## src/rtl/sb_param_shadow_cfg.sv

```systemverilog
// Switch-block routing with a serially loaded shadow configuration chain.
// A committed copy of the chain drives the track muxes, so reloading never glitches routing.
module sb_param_shadow_cfg #(
  parameter int unsigned CHAN_W  = 5,
  parameter int unsigned NUM_PIN = 4
) (
  input  logic                  prog_clk,
  input  logic                  pReset,
  input  logic [4*CHAN_W-1:0]   chan_in,
  input  logic [4*NUM_PIN-1:0]  grid_pin_in,
  input  logic                  ccff_head,
  input  logic                  ccff_en,
  input  logic                  ccff_commit,
  output logic [4*CHAN_W-1:0]   chan_out,
  output logic                  ccff_tail,
  output logic                  cfg_done,
  output logic                  cfg_err
);

  localparam int unsigned M     = 4 + NUM_PIN;
  localparam int unsigned SEL_W = $clog2(M + 1);
  localparam int unsigned L     = 4 * CHAN_W * SEL_W;
  localparam int unsigned CNT_W = $clog2(L + 1);
  localparam logic [CNT_W-1:0] CountFull = CNT_W'(L);

  logic [L-1:0]     shadow_q;
  logic [L-1:0]     active_q;
  logic [CNT_W-1:0] count_q;
  logic             err_q;

  // Commit takes priority over shifting; a premature commit only flags the error.
  always_ff @(posedge prog_clk) begin
    if (pReset) begin
      shadow_q <= '0;
      active_q <= '0;
      count_q  <= '0;
      err_q    <= 1'b0;
    end else if (ccff_commit) begin
      if (count_q == CountFull) begin
        active_q <= shadow_q;
        count_q  <= '0;
      end else begin
        err_q <= 1'b1;
      end
    end else if (ccff_en) begin
      shadow_q <= {shadow_q[L-2:0], ccff_head};
      if (count_q != CountFull) begin
        count_q <= count_q + CNT_W'(1);
      end
    end
  end

  assign ccff_tail = shadow_q[L-1];
  assign cfg_done  = (count_q == CountFull);
  assign cfg_err   = err_q;

  always_comb begin
    chan_out = '0;
    for (int s = 0; s < 4; s++) begin
      for (int t = 0; t < CHAN_W; t++) begin
        int unsigned sel;
        sel = int'(active_q[(s*CHAN_W+t)*SEL_W +: SEL_W]);
        if (sel == 0) begin
          chan_out[s*CHAN_W+t] = chan_in[((s+2)%4)*CHAN_W+t];
        end else if (sel == 1) begin
          chan_out[s*CHAN_W+t] = chan_in[((s+1)%4)*CHAN_W+t];
        end else if (sel == 2) begin
          chan_out[s*CHAN_W+t] = chan_in[((s+3)%4)*CHAN_W+t];
        end else if (sel == 3) begin
          chan_out[s*CHAN_W+t] = chan_in[((s+2)%4)*CHAN_W+((t+1)%CHAN_W)];
        end else if (sel < M) begin
          chan_out[s*CHAN_W+t] = grid_pin_in[s*NUM_PIN+int'(sel)-4];
        end
      end
    end
  end

endmodule

```

## config.mk

```make
export PLATFORM = sky130hd
export DESIGN_NAME = sb_param_shadow_cfg
export DESIGN_NICKNAME = d
export VERILOG_FILES = /design/src/rtl/sb_param_shadow_cfg.sv
export SDC_FILE = /design/constraint.sdc
export NUM_CORES = 1
export LEC_CHECK = 0
export ABC_AREA = 1
export CAP_MARGIN = 30
export CORE_UTILIZATION = 46
export CTS_CLUSTER_SIZE = 12
export DETAILED_ROUTE_END_ITERATION = 12
export PLACE_DENSITY = 0.66
export SLEW_MARGIN = 15
export SYNTH_ARGS = -nofsm -noshare
export SYNTH_HDL_FRONTEND = slang
export SYNTH_SLANG_ARGS = --single-unit
```

## constraint.sdc

```tcl
create_clock -name prog_clk -period 4.6 [get_ports prog_clk]
set_clock_uncertainty 0.2 [all_clocks]
set_input_delay 0.92 -clock prog_clk [delete_from_list [all_inputs] [get_ports prog_clk]]
set_output_delay 0.92 -clock prog_clk [all_outputs]
set_load 0.01 [all_outputs]
```

==> run_results.csv, run 1 <==
group,metric,value,unit
power_and_ir_drop,p_leak,4.60,nW
drt,drt_pass1_iterations,6,
global_route,grt_pass1_vias,8329,
worst_setup_path,crit_type,"in2out",
final_layout,final_area,10500,um2
drt,via_count,9217,
power_and_ir_drop,ir_worst_vdd,0.216,mV
synth,syn_inst,1445,
clock_network,cts_num_sinks,168,
drt,avgViaCountPerCell,5.30,
final_layout,nFillCells,1993,
place,hpwl,18100,um
synth,synth.top_cell.area_share,36.8,%
clock_network,insertion_delay,0.44,ns
sta,tns,0,ns
sta,max_slew_margin,47.5,%
synth,syn_area,9140,um2
global_route,grt_max_degree,108,
drt,drc,0,
synth,yosysWarnings,0,
worst_setup_path,critPathTopFamily,"buffers and inverters",
synth,synth.distinct_cells,27,
global_route,grt_antenna_before_repair,0,
clock_network,cts_resized,0,
final_layout,antennaDiodeCount,0,
synth,synthesis.nets,1500,
power_and_ir_drop,swShare,26.6,%
worst_setup_path,path_buf_inv,3,
global_route,grt-ovfl-total,0,
final_layout,drive_above_1_share,5.02,%
clock_network,cts.clk_slew.worst_paths,0.07,ns
worst_setup_path,startpoint_type,"input port",
floorplan,dieArea,20400,um2
sta,period_needed,4.22,ns
sta,setup_violations,0,
clock_network,cts_root_buffer,"clkbuf_16",
floorplan,rows,51,
clock_network,cts_max_level,4,
synth,synthFlopType,"dfxtp_1",
synth,synth_edf_count,0,
clock_network,tritoncts,"done",
worst_hold_path,hold_class,"reg2reg",
global_route,grt_usage,27.3,%
synth,synthTopCellsByArea,"dfxtp_1, nand2_1, nor2_1, o21ai_0, nand3_1",
synth,syn_area_per_cell,6.33,um2
synth,synth-seq-cells,168,
clock_network,post-cts-setup-buffer-count,0,
sta,slew_violations,0,
clock_network,numCtsBuffers,17,
drt,ant_nets,0,
floorplan,initial_utilization,47.0,%
worst_setup_path,crit_chain,"clkdlybuf4s50_1 -> inv_1 -> nor2_1 -> nor2_1 -> nand3_1 -> nand3_1 -> nand2_1 -> nand2_1 -> nand2_1 -> nand2_1 -> a21oi_2 -> clkdlybuf4s50_1",
sta,hold_viol,0,
place,placed_area,9870,um2
floorplan,core-area,19500,um2
place,place_congestion,0.956,
worst_setup_path,crit_required,3.48,ns
clock_network,holdBufCountCts,0,
synth,synth_most_common_cell,"nand2_1",
worst_setup_path,cpPeakStageDelay,0.65,ns
power_and_ir_drop,p_comb_share,9.7,%
sta,fin_crit_sh,91.7,%
place,preCtsSetupSlack,0.436,ns
worst_setup_path,cp.arrival,3.10,ns
synth,yosysSeqAreaShare,36.8,%
sta,tightestPinTransition,0.787,ns
power_and_ir_drop,internal-power,2.47,mW
drt,avgRoutedWirePerCell,15.4,um
synth,yosys.area.top_type,"dfxtp_1",
floorplan,io_pins,64,
power_and_ir_drop,p_clk_share,44.9,%
global_route,grt_pass1_wl,43000,um
flow_run,drv_cap,0,
floorplan,die_height,143,um
synth,async_flop_share,0,%
power_and_ir_drop,p_seq_share,45.5,%
run_status,status,"complete, no violations",
worst_setup_path,cpMostUsedCell,"nand2_1",
worst_setup_path,crit_fanout,6,
power_and_ir_drop,power_switching,0.896,mW
final_layout,fin_util,53.9,%
power_and_ir_drop,powerDensity,321,nW/um2
drt,drt_iter0_markers,724,
synth,synthTopCellsByCount,"nand2_1, nor2_1, o21ai_0",
worst_setup_path,r2r_slack,2.25,ns
sta,rsz0062_at_grt,"false",
sta,fmax,237,MHz
place,port_buffers,63,
worst_setup_path,cp-end-kind,"primary output",
final_layout,area_growth,14.7,%
worst_setup_path,critPathSlowestCell,"clkdlybuf4s50_1",
clock_network,clk_path_buf_depth,2,
final_layout,fin_nets,1515,
floorplan,fp.dieW,143,um
sta,fin_ws,0.383,ns
drt,routed_wl,26700,um
[cell type report]
type | instances | area (um2) | area share (%)
multi-input cells | 1077 | 4910 | 46.8
flip-flops and latches | 168 | 3360 | 32.1
repair buffers | 88 | 856 | 8.16
clock buffers | 20 | 457 | 4.35
inverters | 108 | 408 | 3.89
well taps | 265 | 332 | 3.16
clock inverters | 12 | 160 | 1.53
[cell families after synthesis]
group,after synthesis,synth area share (%)
buffers and inverters,200,9.51
AO/OA/AOI/OAI,328,19.7
flip-flops,168,36.8
AND/OR/NAND/NOR,735,32.0
adder cells (fa/ha/maj),14,1.92
[flip-flops by register name, indices dropped and copies added (netlist names)]
register / count
cfg_err: 1
count_q: 7
shadow_q: 80
active_q: 80
[through the flow]
step,instances,hold slack [ns],power [mW]
detailed placement,1706,0.266,1.88
finish,1738,0.275,3.37
floorplan,1445,0.247,1.73
global placement,1706,0.260,1.88
CTS,1738,0.285,3.39
global route,1738,0.304,3.49
[per-layer routing]
metal | global-route usage (%) | wire length (um) | vias up
met5 | 0 | 0 | -
met4 | 11.0 | 780 | 0
met3 | 4.46 | 1550 | 49
met2 | 44.3 | 12000 | 260
met1 | 35.9 | 12400 | 4165
li1 | - | - | 4743
[cells in the final DEF, fill, tap and decap left out, types with 9 or more instances in the layout]
| cell | instances |
|---|---|
| a211oi_1 | 9 |
| a21oi_1 | 71 |
| a311oi_1 | 10 |
| buf_4 | 22 |
| clkbuf_16 | 17 |
| clkdlybuf4s50_1 | 63 |
| dfxtp_1 | 168 |
| ha_1 | 14 |
| inv_1 | 95 |
| inv_2 | 11 |
| nand2_1 | 347 |
| nand3_1 | 82 |
| nand4_1 | 14 |
| nor2_1 | 276 |
| o211ai_1 | 38 |
| o21ai_0 | 189 |
[power groups by stage]
stage | clock network, mW | registers (mW) | logic (mW)
5_1_grt | 1.59 | 1.54 | 0.362
3_3_place_gp | 0 | 1.56 | 0.319
4_1_cts | 1.53 | 1.53 | 0.324
2_1_floorplan | 0 | 1.55 | 0.181
6_report | 1.51 | 1.53 | 0.326
3_5_place_dp | 0 | 1.56 | 0.322
[worst register-to-register path, stage by stage, from the launching register on]
cell      delay (ns)
dfxtp_1         0.34
inv_1           0.08
ha_1            0.15
nand4_1         0.14
inv_1           0.11
ha_1            0.19
clkinv_2        0.36
buf_12          0.34
o21ai_0         0.27
a21oi_1         0.06
[final timing paths]
| check | start | end | cells past startpoint |
|---|---|---|---|
| worst max-delay path | grid_pin_in[7] | chan_out[12] | 12 |
| worst min-delay path | cfg_err | cfg_err | 2 |
| worst max register to register | count_q[0] | active_q[18] | 9 |
| worst min register to register | cfg_err | cfg_err | 2 |
(Power assumes the default switching activity.)
==> inputs of run 2 (changes only) <==
CTS_CLUSTER_DIAMETER = 100   (was unset)
SLEW_MARGIN = 20   (was 15)
==> results of run 2 <==
The final DEF is identical to that of run 1; final timing and power are the same.
